==> src/rtl/adma_xfer_engine_if.sv <==
// RAM/FIFO side bus of the ADMA transfer engine.
// Latency: none, plain wires.
// Backpressure: carried by fifo_empty / fifo_full from the FIFO side.
interface adma_xfer_engine_if #(
  parameter int DATA_W = 32,
  parameter int ADDR_W = 64
);
  localparam int BYTES = DATA_W / 8;

  // RAM port
  logic              ram_read;
  logic              ram_write;
  logic [ADDR_W-1:0] ram_address;
  logic [BYTES-1:0]  ram_byte_en;
  logic [DATA_W-1:0] data_from_ram;
  logic [DATA_W-1:0] data_to_ram;

  // SD data FIFO port (first-word-fall-through)
  logic              fifo_read;
  logic              fifo_write;
  logic [DATA_W-1:0] data_from_fifo;
  logic [DATA_W-1:0] data_to_fifo;
  logic              fifo_empty;
  logic              fifo_full;

  // Engine side
  modport master (
    output ram_read, ram_write, ram_address, ram_byte_en, data_to_ram,
    output fifo_read, fifo_write, data_to_fifo,
    input  data_from_ram, data_from_fifo, fifo_empty, fifo_full
  );

  // RAM / FIFO side
  modport slave (
    input  ram_read, ram_write, ram_address, ram_byte_en, data_to_ram,
    input  fifo_read, fifo_write, data_to_fifo,
    output data_from_ram, data_from_fifo, fifo_empty, fifo_full
  );
endinterface

==> src/rtl/adma_xfer_engine.sv <==
// Moves one ADMA descriptor of data between system RAM and the SD data FIFO, one beat per cycle.
// Latency: first beat in the cycle after start; TFC one cycle after the last beat.
// Backpressure: fifo_empty / fifo_full park the engine in a WAIT state; it resumes one cycle after the flag clears.
// Optional stall timeout (WAIT -> ERROR) is built when ADMA_XFER_TIMEOUT_EN is defined.
module adma_xfer_engine #(
  parameter int DATA_W = 32,
  parameter int ADDR_W = 64,
  parameter int LEN_W  = 16,
  parameter int TMO_W  = 16
) (
  input  logic              CLK,
  input  logic              RESET,
  input  logic              start,
  input  logic              direction,
  input  logic              abort,
  input  logic [ADDR_W-1:0] address_init,
  input  logic [LEN_W-1:0]  length,
  input  logic [TMO_W-1:0]  timeout_limit,
  output logic              TFC,
  output logic              busy,
  output logic              error_timeout,
  adma_xfer_engine_if.master bus
);

  localparam int BYTES = DATA_W / 8;
  localparam int OFF_W = $clog2(BYTES);
  // One extra bit: length 0 encodes 2^LEN_W bytes
  localparam int CNT_W = LEN_W + 1;
  localparam int LB_W  = OFF_W + 1;

  typedef enum logic [6:0] {
    S_IDLE       = 7'b0000001,
    S_FIFO_RAM   = 7'b0000010,
    S_RAM_FIFO   = 7'b0000100,
    S_WAIT_READ  = 7'b0001000,
    S_WAIT_WRITE = 7'b0010000,
    S_DONE       = 7'b0100000,
    S_ERROR      = 7'b1000000
  } state_t;

  state_t            state_q, state_d;
  logic [ADDR_W-1:0] addr_q, addr_d;
  logic [CNT_W-1:0]  beats_q, beats_d;
  logic [LB_W-1:0]   last_bytes_q, last_bytes_d;
  logic              tfc_q, tfc_d;
  logic              busy_q, busy_d;

`ifdef ADMA_XFER_TIMEOUT_EN
  logic [TMO_W-1:0]  tmo_limit_q, tmo_limit_d;
  logic [TMO_W-1:0]  stall_q, stall_d;
  logic              err_q, err_d;
`else
  // Timeout limit has no consumer when the stall counter is not built
  logic              unused_tmo;
  assign unused_tmo = ^timeout_limit;
`endif

  // Launch-time decode of the descriptor length
  logic [CNT_W-1:0]  len_full;
  logic [CNT_W-1:0]  len_rem;
  logic [CNT_W-1:0]  beats_init;
  logic [LB_W-1:0]   last_bytes_init;
  logic [ADDR_W-1:0] addr_init_al;

  // Beat issue qualifiers; abort suppresses any beat in its cycle
  logic              wr_go;
  logic              rd_go;
  logic              last_beat;
  logic [BYTES-1:0]  tail_mask;

  // Decode length into beat count and valid bytes of the final beat
  always_comb begin
    len_full        = (length == '0) ? {1'b1, {LEN_W{1'b0}}} : {1'b0, length};
    len_rem         = len_full & CNT_W'(BYTES - 1);
    beats_init      = (len_full + CNT_W'(BYTES - 1)) >> OFF_W;
    last_bytes_init = (len_rem == '0) ? LB_W'(BYTES) : LB_W'(len_rem);
    addr_init_al    = address_init & ~ADDR_W'(BYTES - 1);
  end

  // Beat strobes and byte-enable mask for the current beat
  always_comb begin
    wr_go     = (state_q == S_FIFO_RAM) && !bus.fifo_empty && !abort;
    rd_go     = (state_q == S_RAM_FIFO) && !bus.fifo_full  && !abort;
    last_beat = (beats_q == CNT_W'(1));
    tail_mask = '0;
    for (int i = 0; i < BYTES; i++) begin
      tail_mask[i] = (i < int'(last_bytes_q));
    end
  end

  // Datapath: strobes and data are combinational, address comes straight from the flop
  always_comb begin
    bus.ram_write    = wr_go;
    bus.fifo_read    = wr_go;
    bus.ram_read     = rd_go;
    bus.fifo_write   = rd_go;
    bus.data_to_ram  = wr_go ? bus.data_from_fifo : '0;
    bus.data_to_fifo = rd_go ? bus.data_from_ram  : '0;
    bus.ram_address  = addr_q;
    // RAM->FIFO pushes a full word on the tail beat; the FIFO consumer trims it
    if (wr_go) begin
      bus.ram_byte_en = last_beat ? tail_mask : {BYTES{1'b1}};
    end else begin
      bus.ram_byte_en = '0;
    end
  end

  // Next-state and counter update for the transfer FSM
  always_comb begin
    state_d      = state_q;
    addr_d       = addr_q;
    beats_d      = beats_q;
    last_bytes_d = last_bytes_q;
`ifdef ADMA_XFER_TIMEOUT_EN
    tmo_limit_d  = tmo_limit_q;
    stall_d      = '0;
`endif

    case (state_q)
      S_IDLE: begin
        if (start) begin
          addr_d       = addr_init_al;
          beats_d      = beats_init;
          last_bytes_d = last_bytes_init;
`ifdef ADMA_XFER_TIMEOUT_EN
          tmo_limit_d  = timeout_limit;
`endif
          state_d      = direction ? S_RAM_FIFO : S_FIFO_RAM;
        end
      end

      S_FIFO_RAM, S_RAM_FIFO: begin
        if (abort) begin
          state_d = S_IDLE;
        end else if (wr_go || rd_go) begin
          addr_d  = addr_q + ADDR_W'(BYTES);
          beats_d = beats_q - CNT_W'(1);
          if (last_beat) begin
            state_d = S_DONE;
          end
        end else begin
          state_d = (state_q == S_FIFO_RAM) ? S_WAIT_READ : S_WAIT_WRITE;
        end
      end

      S_WAIT_READ, S_WAIT_WRITE: begin
        if (abort) begin
          state_d = S_IDLE;
        end else if ((state_q == S_WAIT_READ) ? !bus.fifo_empty : !bus.fifo_full) begin
          state_d = (state_q == S_WAIT_READ) ? S_FIFO_RAM : S_RAM_FIFO;
        end else begin
`ifdef ADMA_XFER_TIMEOUT_EN
          stall_d = stall_q + TMO_W'(1);
          // A zero limit disables the timeout
          if ((tmo_limit_q != '0) && (stall_d == tmo_limit_q)) begin
            state_d = S_ERROR;
          end
`endif
        end
      end

      S_DONE:  state_d = S_IDLE;
      S_ERROR: state_d = S_IDLE;
      default: state_d = S_IDLE;
    endcase

    // Status outputs are registered images of the state being entered
    tfc_d  = (state_d == S_DONE);
    busy_d = (state_d != S_IDLE);
`ifdef ADMA_XFER_TIMEOUT_EN
    err_d  = (state_d == S_ERROR);
`endif
  end

  // State and counter registers; reset overrides everything
  always_ff @(posedge CLK) begin
    if (RESET) begin
      state_q      <= S_IDLE;
      addr_q       <= '0;
      beats_q      <= '0;
      last_bytes_q <= '0;
      tfc_q        <= 1'b0;
      busy_q       <= 1'b0;
`ifdef ADMA_XFER_TIMEOUT_EN
      tmo_limit_q  <= '0;
      stall_q      <= '0;
      err_q        <= 1'b0;
`endif
    end else begin
      state_q      <= state_d;
      addr_q       <= addr_d;
      beats_q      <= beats_d;
      last_bytes_q <= last_bytes_d;
      tfc_q        <= tfc_d;
      busy_q       <= busy_d;
`ifdef ADMA_XFER_TIMEOUT_EN
      tmo_limit_q  <= tmo_limit_d;
      stall_q      <= stall_d;
      err_q        <= err_d;
`endif
    end
  end

  assign TFC  = tfc_q;
  assign busy = busy_q;
`ifdef ADMA_XFER_TIMEOUT_EN
  assign error_timeout = err_q;
`else
  assign error_timeout = 1'b0;
`endif

endmodule
==> src/flat_wrapper.sv <==
// flat-port wrapper written by rule: the top's interface ports become plain ports
module adma_xfer_engine_flat 
#(
  parameter int DATA_W = 32,
  parameter int ADDR_W = 64,
  parameter int LEN_W  = 16,
  parameter int TMO_W  = 16
)
  (CLK, RESET, start, direction, abort, address_init, length, timeout_limit, TFC, busy, error_timeout, bus_ram_read, bus_ram_write, bus_ram_address, bus_ram_byte_en, bus_data_to_ram, bus_fifo_read, bus_fifo_write, bus_data_to_fifo, bus_data_from_ram, bus_data_from_fifo, bus_fifo_empty, bus_fifo_full);
  adma_xfer_engine_if #(.DATA_W(DATA_W), .ADDR_W(ADDR_W)) bus_i ();
  input  logic CLK;
  input  logic RESET;
  input  logic start;
  input  logic direction;
  input  logic abort;
  input  logic [ADDR_W-1:0] address_init;
  input  logic [LEN_W-1:0] length;
  input  logic [TMO_W-1:0] timeout_limit;
  output logic TFC;
  output logic busy;
  output logic error_timeout;
  output wire logic [$bits(bus_i.ram_read)-1:0] bus_ram_read;
  output wire logic [$bits(bus_i.ram_write)-1:0] bus_ram_write;
  output wire logic [$bits(bus_i.ram_address)-1:0] bus_ram_address;
  output wire logic [$bits(bus_i.ram_byte_en)-1:0] bus_ram_byte_en;
  output wire logic [$bits(bus_i.data_to_ram)-1:0] bus_data_to_ram;
  output wire logic [$bits(bus_i.fifo_read)-1:0] bus_fifo_read;
  output wire logic [$bits(bus_i.fifo_write)-1:0] bus_fifo_write;
  output wire logic [$bits(bus_i.data_to_fifo)-1:0] bus_data_to_fifo;
  input wire logic [$bits(bus_i.data_from_ram)-1:0] bus_data_from_ram;
  input wire logic [$bits(bus_i.data_from_fifo)-1:0] bus_data_from_fifo;
  input wire logic [$bits(bus_i.fifo_empty)-1:0] bus_fifo_empty;
  input wire logic [$bits(bus_i.fifo_full)-1:0] bus_fifo_full;
  assign bus_ram_read = bus_i.ram_read;
  assign bus_ram_write = bus_i.ram_write;
  assign bus_ram_address = bus_i.ram_address;
  assign bus_ram_byte_en = bus_i.ram_byte_en;
  assign bus_data_to_ram = bus_i.data_to_ram;
  assign bus_fifo_read = bus_i.fifo_read;
  assign bus_fifo_write = bus_i.fifo_write;
  assign bus_data_to_fifo = bus_i.data_to_fifo;
  assign bus_i.data_from_ram = bus_data_from_ram;
  assign bus_i.data_from_fifo = bus_data_from_fifo;
  assign bus_i.fifo_empty = bus_fifo_empty;
  assign bus_i.fifo_full = bus_fifo_full;
  adma_xfer_engine #(.DATA_W(DATA_W), .ADDR_W(ADDR_W), .LEN_W(LEN_W), .TMO_W(TMO_W)) u_core (.CLK(CLK), .RESET(RESET), .start(start), .direction(direction), .abort(abort), .address_init(address_init), .length(length), .timeout_limit(timeout_limit), .TFC(TFC), .busy(busy), .error_timeout(error_timeout), .bus(bus_i));
endmodule
==> config.mk <==
export PLATFORM = sky130hd
export DESIGN_NAME = adma_xfer_engine_flat
export DESIGN_NICKNAME = d
export VERILOG_FILES = /design/src/rtl/adma_xfer_engine_if.sv /design/src/rtl/adma_xfer_engine.sv /design/src/flat_wrapper.sv
export SDC_FILE = /design/constraint.sdc
export NUM_CORES = 1
export LEC_CHECK = 0
export ABC_AREA = 1
export CAP_MARGIN = 5
export CELL_PAD_IN_SITES_DETAIL_PLACEMENT = 1
export CELL_PAD_IN_SITES_GLOBAL_PLACEMENT = 2
export CORE_UTILIZATION = 22
export DETAILED_ROUTE_END_ITERATION = 16
export GPL_TIMING_DRIVEN = 0
export PLACE_DENSITY_LB_ADDON = 0.1
export SYNTH_ARGS = -nofsm -noshare
export SYNTH_HDL_FRONTEND = slang
export SYNTH_SLANG_ARGS = --single-unit
==> constraint.sdc <==
create_clock -name CLK -period 4.9 [get_ports CLK]
set_clock_uncertainty 0.15 [all_clocks]
set_input_delay 0.735 -clock CLK [delete_from_list [all_inputs] [get_ports CLK]]
set_output_delay 0.735 -clock CLK [all_outputs]
set_load 0.01 [all_outputs]
==> results of run 1 <==
==> power by group through the flow <==
stage               Sequential [W]  Combinational [W]  Clock (W)
floorplan                 0.000889           0.000277          0
global placement          0.000918           0.000602          0
detailed placement        0.000919           0.000612          0
CTS                       0.000902           0.000616   0.000819
global route              0.000912           0.000675   0.000847
finish                    0.000903           0.000611   0.000803
==> registers in the layout, summed over array words and instances, names as in the netlist <==
name,count
u_core.TFC,1
u_core.beats_q,17
u_core.bus.ram_address,62
u_core.busy,1
u_core.last_bytes_q,3
u_core.state_q,7
==> critical path, stage by stage <==
cell and delay (ps):
clkdlybuf4s50_1 520, inv_1 150, nand3_2 130, clkbuf_1 420, buf_1 430, nor2_1 120, clkdlybuf4s50_1 500
==> per-layer routing <==
metal	global-route usage [%]	wire length, um
met3	3.633	2131
met2	40.30	19660
met5	0	8
met1	32.97	20740
met4	5.583	776
==> layout make-up <==
type	instances	share of cell area (%)
Buffer	55	2.449
Clock buffer	11	2.033
Clock inverter	5	0.7433
Inverter	202	6.624
Multi-Input combinational cell	1099	42.51
Sequential cell	91	15.92
Tap cell	455	4.974
Timing Repair Buffer	283	24.75
==> cells in the final DEF (no fill, tap or decap), types with 2 or more instances in the layout <==
master,Yosys,routed
ha_1,3,3
nand4_1,29,29
buf_1,5,5
o21ai_0,72,72
or2_2,7,7
nor2_2,10,10
bufinv_16,0,2
nand2_2,3,3
or2_1,2,2
nor2_4,4,4
o21a_1,2,2
or2_0,5,5
inv_6,0,2
inv_1,199,199
mux2i_1,2,2
buf_6,2,2
xor2_1,14,14
clkbuf_16,0,9
inv_2,3,3
nand3_1,104,104
a211oi_1,3,3
nand3b_1,3,3
nand3_2,2,2
buf_2,20,20
o21bai_1,3,3
clkdlybuf4s50_1,0,283
nor3_1,12,12
nor3b_1,2,2
nand2_1,381,381
clkbuf_1,19,21
a21oi_1,78,78
nor2_1,337,337
xnor2_1,7,7
dfxtp_1,91,91
nor4_1,4,4
conb_1,1,4
buf_4,9,9
==> cell families after synthesis <==
kind of cell             synth area share, %
other                                0.04861
adder cells (fa/ha/maj)               0.4866
AND/OR/NAND/NOR                        48.88
buffers and inverters                  13.46
multiplexers                          0.2595
AO/OA/AOI/OAI                          10.87
XOR/XNOR                               2.384
flip-flops                             23.61
==> stage by stage <==
step | std cells | hold slack, ps | total power (W)
after floorplan | 1447 | 290.9 | 0.001166
final | 2201 | 319.8 | 0.002317
after global routing | 2201 | 331.5 | 0.002434
after CTS | 2201 | 321.5 | 0.002337
after global placement | 2185 | 301.1 | 0.001520
after detailed placement | 2185 | 309.9 | 0.001531
==> worst max path at each step <==
| stage | slack (ps) | depth (start not counted) | endpoint | startpoint |
|---|---|---|---|---|
| 2_1_floorplan | 2410 | 5 | bus_data_to_ram[11] | abort |
| 3_3_place_gp | 940 | 7 | bus_data_to_ram[25] | abort |
| 3_5_place_dp | 940 | 7 | bus_data_to_ram[18] | abort |
| 4_1_cts | 930 | 7 | bus_data_to_ram[18] | abort |
| 5_1_grt | 770 | 7 | bus_data_to_ram[25] | abort |
| 6_report | 990 | 7 | bus_data_to_ram[18] | abort |
==> flow_summary.json, run 1 <==
{
  "status": "completed",
  "grt_max_degree": 16,
  "ys_top_cells_by_area": "dfxtp_1, nand2_1, nor2_1",
  "rrSetupSlack_ps": 1960,
  "cp-start-kind": "input pin",
  "finalHoldViolCount": 0,
  "synthCells": 1444,
  "r2r_end": "u_core.bus.ram_address[60]",
  "die-area_sq_um": 35820,
  "cts.sinks": 91,
  "hp-class": "reg2reg",
  "tns_ps": 0,
  "ant_nets": 0,
  "rows": 68,
  "clkSlewWorstSetupHoldPaths_ps": 80,
  "synth_area_per_cell_sq_um": 5.343,
  "area_growth_syn_to_layout_pct": 48.36,
  "end_kind": "output port",
  "cts_tree": "done",
  "ir_drop_v": 0.0001561,
  "synth_warnings": 0,
  "pwr-share-comb_pct": 26.4,
  "p_leak_nw": 4.733,
  "n_fill_cell": 4598,
  "async_flop_share_pct": 0,
  "num_vias": 10160,
  "routedWlPerCell_um": 19.68,
  "cts_setup_buffers": 0,
  "n_antenna_cell": 0,
  "worst_slew_margin_rel_pct": 29.67,
  "viasPerCell": 4.617,
  "cp.arrival_ps": 3030,
  "synth_seq_cells": 91,
  "synth_cell_type_count": 39,
  "fin_crit_sh_pct": 79.86,
  "seq_power_share_pct": 39.0,
  "power_switching_w": 0.0007727,
  "io_buffers": 283,
  "maxCapViolations": 0,
  "slew_viol_final": 0,
  "stdcell_area_sq_um": 11450,
  "antenna_found_initial": 1,
  "regArea_sq_um": 1822,
  "die_h_um": 189.3,
  "powerDensity_nw_per_um2": 202.4,
  "cts_resized": 0,
  "fin_util_pct": 33.14,
  "grt-ovfl-total": 0,
  "drtIter0Drc": 593,
  "dp_hpwl_um": 35680,
  "netlist_top_cells_count": "nand2_1, nor2_1, inv_1",
  "synth-edff-count": 0,
  "core_area_sq_um": 34540,
  "grt_usage_pct": 24.31,
  "htree_levels": 3,
  "drc": 0,
  "clock.fmax_ghz": 0.2555,
  "p_clk_share_pct": 34.7,
  "cts_buffers": 9,
  "timing.rr.start": "u_core.bus.ram_address[2]",
  "setup_viol": 0,
  "cp_max_fo": 10,
  "fin_crit_ps": 3913,
  "hold_depth": 2,
  "synth_top_area_share_pct": 23.61,
  "rsz0062_at_grt": "no",
  "intPower_w": 0.001544,
  "die_x_um": 189.3,
  "dp_slack_ps": 939.9,
  "grt_pass1_wl_um": 64360,
  "ios": 306,
  "first_global_vias": 10160,
  "crit_type": "in2out",
  "power.share.switching_pct": 33.35,
  "multi_input_area_sq_um": 4866,
  "min_to": "u_core.last_bytes_q[0]",
  "rr_worst_depth": 10,
  "yosysTopAreaCell": "dfxtp_1",
  "final_nets": 1911,
  "cts-root-buf": "clkbuf_16",
  "synthFlopType": "dfxtp_1",
  "wirelength_um": 43320,
  "clockBufferDepth": 2,
  "layout-drive-gt1-share_pct": 4.296,
  "place.gp.congestion": 0.9031,
  "fin_ws_ps": 986.8,
  "synth.most_common_cell": "nand2_1",
  "dr.pass1.iters": 5,
  "dpl_cell_area_sq_um": 11130,
  "cp_data_required_time_ps": 4010,
  "initial_core_util_pct": 22.33,
  "cts_hold_buf": 0,
  "synth-seq-area-share_pct": 23.61,
  "hp-start": "u_core.last_bytes_q[0]",
  "insertion_delay_ps": 370,
  "syn_area_sq_um": 7715,
  "worst_pin_slew_ps": 1055
}
(Power assumes the default switching activity.)
==> inputs of run 2 (changes only) <==
--- a/config.mk
+++ b/config.mk
@@ -9,7 +9,7 @@
 export CAP_MARGIN = 5
 export CELL_PAD_IN_SITES_DETAIL_PLACEMENT = 1
 export CELL_PAD_IN_SITES_GLOBAL_PLACEMENT = 2
-export CORE_UTILIZATION = 22
+export CORE_UTILIZATION = 21
 export DETAILED_ROUTE_END_ITERATION = 16
 export GPL_TIMING_DRIVEN = 0
 export PLACE_DENSITY_LB_ADDON = 0.1
==> constraint.sdc (replaced) <==
create_clock -name CLK -period 3.9 [get_ports CLK]
set_clock_uncertainty 0.15 [all_clocks]
set_input_delay 0.585 -clock CLK [delete_from_list [all_inputs] [get_ports CLK]]
set_output_delay 0.585 -clock CLK [all_outputs]
set_load 0.01 [all_outputs]
==> run 2 against run 1 <==
Clock power rose by 24%. First-iteration DRC count fell by 9.1%. Final area barely moved. Largest power group unchanged. Register-to-register slack got worse by 940 ps. Sequential cell count did not move. Combinational power rose by 26%. Worst setup slack got worse by 680 ps. Critical path type unchanged. Via count rose by 1.1%. Hold slack improved by 4.5 ps.
==> flow_summary.json, run 2 (same netlist as run 1, synthesis figures left out) <==
{
  "grt_usage_pct": 23.75,
  "fin_cells": 2206,
  "n_antenna_cell": 0,
  "viasPerCell": 4.656,
  "hp-class": "reg2reg",
  "dr.pass1.iters": 5,
  "num_vias": 10270,
  "power_w": 0.002897,
  "routedWlPerCell_um": 20.17,
  "final_common_cell": "nand2_1",
  "ir_drop_v": 0.0002359,
  "end_kind": "output port",
  "io_buffers": 283,
  "n_fill_cell": 4684,
  "largest_register_ffs": 62,
  "area_growth_syn_to_layout_pct": 48.35,
  "cp_max_fo": 12,
  "cpMaxStageDelayCell": "clkdlybuf4s50_1",
  "die_h_um": 193.7,
  "regArea_sq_um": 1822,
  "wirelength_um": 44490,
  "cts_tree": "done",
  "clkSlewWorstSetupHoldPaths_ps": 70,
  "clockBufferDepth": 2,
  "die_x_um": 193.7,
  "multi_input_area_sq_um": 4866,
  "cp_top_family": "buffers and inverters",
  "cp.arrival_ps": 2850,
  "cts_setup_buffers": 0,
  "worst-path-buf-inv": 4,
  "drtIter0Drc": 539,
  "cp_common_cell": "clkdlybuf4s50_1",
  "slew_viol_final": 0,
  "worst_slew_margin_rel_pct": 31.25,
  "first_global_vias": 10200,
  "ios": 306,
  "cts-root-buf": "clkbuf_16",
  "cp-start-kind": "input pin",
  "htree_levels": 3,
  "ant_nets": 0,
  "initial_core_util_pct": 21.53,
  "worst-path-stages": 6,
  "rsz0062_at_grt": "no",
  "tns_ps": 0,
  "mostFrequentLayoutCells": "nand2_1, nor2_1, clkdlybuf4s50_1",
  "grt_pass1_wl_um": 66210,
  "rows": 69,
  "crit_chain": "clkdlybuf4s50_1 -> inv_1 -> nand3_2 -> clkbuf_1 -> nor2_1 -> clkdlybuf4s50_1",
  "die-area_sq_um": 37510,
  "clock.fmax_ghz": 0.2786,
  "hold_depth": 2,
  "cts.sinks": 91,
  "crit_type": "in2out",
  "dp.cells": 2191,
  "insertion_delay_ps": 370,
  "fin_crit_ps": 3589,
  "place.gp.congestion": 0.8866,
  "cts_resized": 0,
  "powerDensity_nw_per_um2": 253.1,
  "antenna_found_initial": 0,
  "dp_hpwl_um": 36340,
  "cp_data_required_time_ps": 3160,
  "status": "completed",
  "worst_pin_slew_ps": 1031,
  "grt_max_degree": 16,
  "core_area_sq_um": 35830,
  "drc": 0,
  "setup_viol": 0,
  "layout-drive-gt1-share_pct": 4.413,
  "finalHoldViolCount": 0,
  "final_nets": 1910,
  "cts_buffers": 9,
  "grt-ovfl-total": 0,
  "maxCapViolations": 0,
  "fin_crit_sh_pct": 92.03,
  "p_leak_nw": 4.733,
  "worst_path_largest_cell_delay_ps": 610,
  "rr_worst_depth": 10
}
==> run 2: worst reg2reg max path, cell delays in order, from the launching register on <==
cell and delay, ps:
dfxtp_1 500, ha_1 410, nand2_1 150, nor2_4 220
nand2_2 150, nor2_1 340, nand2_1 290, o21ai_0 250
nand3_1 100, nand2_1 90, a21oi_1 60
==> run 2: repair_timing <==
action,in CTS,in global routing
hold buffers,0,0
endpoints found under the setup margin,0,4
hold endpoints to repair,0,0
==> run 2: final cells by class <==
| class | count | area share, % |
|---|---|---|
| clock buffers | 11 | 2.208 |
| multi-input cells | 1099 | 42.52 |
| repair buffers | 283 | 24.75 |
| inverters | 202 | 6.625 |
| well taps | 461 | 5.040 |
| flip-flops and latches | 91 | 15.92 |
| clock inverters | 5 | 0.5248 |
| plain buffers | 54 | 2.416 |
==> run 2: final timing paths <==
kind              slack, ps                    endpoint                 startpoint
setup / recovery        310          bus_data_to_ram[8]                      abort
hold reg to reg         320      u_core.last_bytes_q[0]     u_core.last_bytes_q[0]
setup reg to reg       1020  u_core.bus.ram_address[60]  u_core.bus.ram_address[2]
hold / removal          320      u_core.last_bytes_q[0]     u_core.last_bytes_q[0]
==> run 2: metrics by stage <==
step / setup slack (ps) / hold WS [ps] / instance area (sq um) / utilization (%)
finish: 310.9 / 324.3 / 11440 / 31.94
global route: 65.37 / 344.1 / 11440 / 31.94
CTS: 101.2 / 321.1 / 11450 / 31.95
detailed placement: 107.3 / 309.6 / 11140 / 31.08
global placement: 110.0 / 300.6 / 11140 / 31.08
floorplan: 1708 / 290.9 / 7726 / -
==> run 2: routing by layer <==
metal | vias to the layer above | track usage, % | share of wire [%]
met5 | - | 0 | 0
met4 | 0 | 5.452 | 1.5
met3 | 31 | 3.392 | 4.8
met2 | 295 | 39.50 | 46
met1 | 4876 | 32.23 | 48
li1 | 5069 | - | -
==> run 2: power breakdown <==
part | internal, W | switching, W | total (W)
Clock | 0.000537 | 0.000455 | 0.000992
Sequential | 0.00100 | 0.000132 | 0.00113
Combinational | 0.000370 | 0.000401 | 0.000771
==> inputs of run 3 (changes only) <==
--- a/config.mk
+++ b/config.mk
@@ -13,6 +13,7 @@
 export DETAILED_ROUTE_END_ITERATION = 16
 export GPL_TIMING_DRIVEN = 0
 export PLACE_DENSITY_LB_ADDON = 0.1
+export SLEW_MARGIN = 20
 export SYNTH_ARGS = -nofsm -noshare
 export SYNTH_HDL_FRONTEND = slang
 export SYNTH_SLANG_ARGS = --single-unit
==> results of run 3 <==
Final layout, timing and power as in run 2 (identical DEF).
==> patch 1 (flow settings as in run 2) <==
`ADDR_W` is set to 64 in 3 places; all go to 128.
--- a/src/rtl/adma_xfer_engine_if.sv
+++ b/src/rtl/adma_xfer_engine_if.sv
@@ -3,7 +3,7 @@
 // Backpressure: carried by fifo_empty / fifo_full from the FIFO side.
 interface adma_xfer_engine_if #(
   parameter int DATA_W = 32,
-  parameter int ADDR_W = 64
+  parameter int ADDR_W = 128
 );
   localparam int BYTES = DATA_W / 8;
 
--- a/src/rtl/adma_xfer_engine.sv
+++ b/src/rtl/adma_xfer_engine.sv
@@ -4,7 +4,7 @@
 // Optional stall timeout (WAIT -> ERROR) is built when ADMA_XFER_TIMEOUT_EN is defined.
 module adma_xfer_engine #(
   parameter int DATA_W = 32,
-  parameter int ADDR_W = 64,
+  parameter int ADDR_W = 128,
   parameter int LEN_W  = 16,
   parameter int TMO_W  = 16
 ) (
--- a/src/flat_wrapper.sv
+++ b/src/flat_wrapper.sv
@@ -2,7 +2,7 @@
 module adma_xfer_engine_flat 
 #(
   parameter int DATA_W = 32,
-  parameter int ADDR_W = 64,
+  parameter int ADDR_W = 128,
   parameter int LEN_W  = 16,
   parameter int TMO_W  = 16
 )
Interface: changed (resized address_init and bus_ram_address); port bits go from 306 to 434. The function was not compared with the original's and may differ.
==> patch 1 against run 2 <==
Synthesized area rose by 75%. Final area rose by 68%. Worst hold slack improved by 0.0086 ns. Wire length rose by 100%. Setup slack got worse by 0.080 ns. Fmax fell by 2.2%. Sequential cell count rose by 64. Sequential share of layout area rose by 0.22 points. Total power rose by 74%. First-iteration DRC count rose by 98%. Critical path depth rose by 3. Critical path type is now flip-flop to primary output.
==> patch 1: results (changes against run 2) <==
metric,value,unit,change
Reg2Reg Setup Slack,0.73,ns,was 1.02 ns
vias,18200,,was 10300
Critical Path Fanout Max,4,,was 12
vias in the first global route,18800,,was 10200
Synth area leaders,"dfxtp_1 23%, nand2_1 22%, nor2_1 18%",,"was dfxtp_1 24%, nand2_1 19%, nor2_1 16%"
leak pwr,0.00669,uW,was 0.00473 uW
largest net degree at the start of global routing,17,,was 16
Flop pwr share,38.9,%,was 39.1%
buffer share of cell area,23.7,%,was 27.2%
routed wl met3,4460,um,was 2160 um
r2r endpoint,u_core.bus.ram_address[107]$_SDFFE_PP0P_,,was u_core.bus.ram_address[60]$_SDFFE_PP0P_
top layer in use,met5,,was met4
Place WS,0.0974,ns,was 0.107 ns
non-clock inverter count,250,,was 202
Nets,3225,,was 1910
first-pass GRT wire length,129000,um,was 66200 um
fraction of area in registers,16.1,%,was 15.9%
CP Capture Point,bus_ram_byte_en[2],,was bus_data_to_ram[8]
cell count after placement,3818,,was 2191
status,finished clean,,unchanged
fraction of area in multi-input gates,46.7,%,was 42.5%
multi-input gates,2063,,was 1099
gp weighted congestion,0.976,,was 0.887
Power Clock,1790,uW,was 992 uW
reg2reg path depth,11,,was 10
gr usage total,28.0,%,was 23.7%
crit-path max cell delay,0.50,ns,was 0.61 ns
[patch 1: cell types whose count changed in the layout (fill, tap and decap cells not counted), sizes merged, moves of 11 or more]
cell,run 2,this run
o21ai,73,100
nor2,351,670
nand3,106,194
nor3,12,23
buf,36,64
a31oi,1,17
nand2,385,814
a21oi,78,143
clkdlybuf4s50,283,411
inv,203,252
clkbuf,29,47
dfxtp,91,155
[patch 1: cell families after synthesis]
logic type                 synth area share (%)
adders and majority gates                 0.279
other                                    0.0278
and+or+nand+nor                            54.5
DFF                                        23.0
buffers and inverters                      10.3
AOI/OAI and AO/OA                          10.5
xor gates and xnor gates                   1.37
[patch 1: metal layers]
layer | GRT usage [%] | up-vias
met2 | 47.4 | 489
li1 | - | 8879
met1 | 36.2 | 8766
met5 | 0 | -
met3 | 4.77 | 77
met4 | 7.87 | 2
[patch 1: what timing repair did]
| action | 4_1_cts | 5_1_grt |
|---|---|---|
| endpoints found under the setup margin | 0 | 1 |
| hold buffers | 0 | 0 |
| gates resized for setup | 0 | 2 |
==> patch 2 (settings of run 2) <==
Made on the original files. `addr_q` no longer has a reset.
--- a/src/rtl/adma_xfer_engine.sv
+++ b/src/rtl/adma_xfer_engine.sv
@@ -176,7 +176,6 @@
   always_ff @(posedge CLK) begin
     if (RESET) begin
       state_q      <= S_IDLE;
-      addr_q       <= '0;
       beats_q      <= '0;
       last_bytes_q <= '0;
       tfc_q        <= 1'b0;
@@ -188,7 +187,6 @@
 `endif
     end else begin
       state_q      <= state_d;
-      addr_q       <= addr_d;
       beats_q      <= beats_d;
       last_bytes_q <= last_bytes_d;
       tfc_q        <= tfc_d;
@@ -201,6 +199,10 @@
     end
   end
 
+  always_ff @(posedge CLK) begin
+    addr_q <= addr_d;
+  end
+
   assign TFC  = tfc_q;
   assign busy = busy_q;
 `ifdef ADMA_XFER_TIMEOUT_EN
Behaviour: differs if RESET is asserted again (counterexample within 4 cycles, from zero or initial values and one cycle with RESET high); with RESET held inactive, the same outputs for 4 cycles.
==> patch 2 against run 2 <==
Synthesized area decreased by 6.1%. Worst hold slack improved by 0.018 ns. Total power decreased by 1.9%. Final area decreased by 4.3%. Wire length decreased by 24%. Via count decreased by 19%. Sequential cell count unchanged. Clock power decreased by 7.1%. Sequential share of layout area increased by 6.4 points. Setup slack improved by 0.36 ns. Sequential power increased by 7%. Synthesized cell count decreased by 17%. Critical path depth unchanged.
==> patch 2: results (changes against run 2) <==
metric,value,unit,change
status,finished clean,,unchanged
DRT Pass-1 Iters,4,,was 5
register area share after synthesis,33.7,%,was 23.6%
Placed Instance Area,0.0107,mm^2,was 0.0111 mm^2
Non-clock buffers,315,,was 337
Row Count,67,,was 69
gr usage total,19.5,%,was 23.7%
WHS Path Cells,2,,unchanged
Slew HR,51.0,%,was 31.2%
routed wl met3,1290,um,was 2160 um
Fillers,4313,,was 4684
fraction of area in registers,22.3,%,was 15.9%
vias in the first global route,9000,,was 10200
port bufs,284,,was 283
Reg2Reg Setup Slack,1.07,ns,was 1.02 ns
top layer in use,met5,,was met4
largest net degree at the start of global routing,72,,was 16
DR WL met2,17300,um,was 20400 um
first-pass GRT wire length,52100,um,was 66200 um
leak pwr,0.00477,uW,was 0.00473 uW
reg2reg path depth,9,,was 10
multi-input gates,937,,was 1099
buffer share of cell area,27.4,%,was 27.2%
initial detailed-routing violation count,277,,was 539
vias per inst,4.27,,was 4.66
fraction of area in multi-input gates,37.4,%,was 42.5%
Post-synth EDFFs,62,,was 0
gp weighted congestion,0.849,,was 0.887
WP data arrival,2.50,ns,was 2.85 ns
clk tree area frac,2.66,%,was 2.73%
Synth area leaders,"edfxtp_1 26%, nand2_1 24%, nor2_1 13%",,"was dfxtp_1 24%, nand2_1 19%, nor2_1 16%"
num sequential,91,,unchanged
ant diodes,0,,unchanged
Routed wire per std cell,17.3,um,was 20.2 um
layout cell share with drive strength beyond 1,3.99,%,was 4.41%
met1 wire length,14400,um,was 21200 um
initial antenna violation count,2,,was 0
DPL Wire Length,28200,um,was 36300 um
Nets,1671,,was 1910
clock buffer count,9,,was 11
Critical Path Fanout Max,10,,was 12
Synth top cells by count,"457 x nand2_1, 260 x nor2_1, 144 x inv_1",,"was 381 x nand2_1, 337 x nor2_1, 199 x inv_1"
patch 2: cell count changes in the layout (fill, tap and decap cells not counted), moves of 9 or more:
cell | before | now
a21oi_1 | 78 | 23
xor2_1 | 14 | 23
nor2_1 | 337 | 260
inv_1 | 199 | 144
nand2_1 | 381 | 457
dfxtp_1 | 91 | 29
o21ai_0 | 72 | 37
nand4_1 | 29 | 10
nand3_1 | 104 | 54
xnor2_1 | 7 | 25
edfxtp_1 | 0 | 62
patch 2: worst max-delay path, stage by stage:
cell and delay [ns]:
clkdlybuf4s50_1 0.53, nor2_1 0.23, nand2_4 0.13, clkbuf_1 0.27
nor2_1 0.16, clkdlybuf4s50_1 0.58
patch 2: kinds of logic after synthesis:
| kind of cell | Yosys count | share of synthesized area [%] |
|---|---|---|
| AO/OA/AOI/OAI | 62 | 4.47 |
| XOR/XNOR | 48 | 5.80 |
| adder cells (fa/ha/maj) | 3 | 0.518 |
| buffers and inverters | 178 | 9.86 |
| flip-flops | 91 | 33.7 |
| other | 1 | 0.0518 |
| AND/OR/NAND/NOR | 820 | 45.6 |
patch 2: where the power goes:
group	internal, uW	switching, uW	leakage (uW)
clock network	495	427	0.000134
registers	1120	91.3	0.000825
logic	344	365	0.00381
total	1960	884	0.00477
patch 2: per-stage QoR:
step	hold slack (ns)	std cells	setup slack (ns)	total power (uW)	utilization, %
after floorplan	0.307	1206	1.81	1550	-
after global placement	0.328	1938	0.652	1940	31.6
after detailed placement	0.337	1938	0.625	1950	31.6
after CTS	0.347	1953	0.616	2900	32.5
after global routing	0.359	1953	0.437	3010	32.5
final	0.343	1953	0.666	2840	32.5
patch 2: layer usage:
metal	vias to the layer above	track usage [%]
met5	-	0
met4	4	5.82
met3	41	3.44
met2	186	35.5
met1	3837	23.0
li1	4268	-
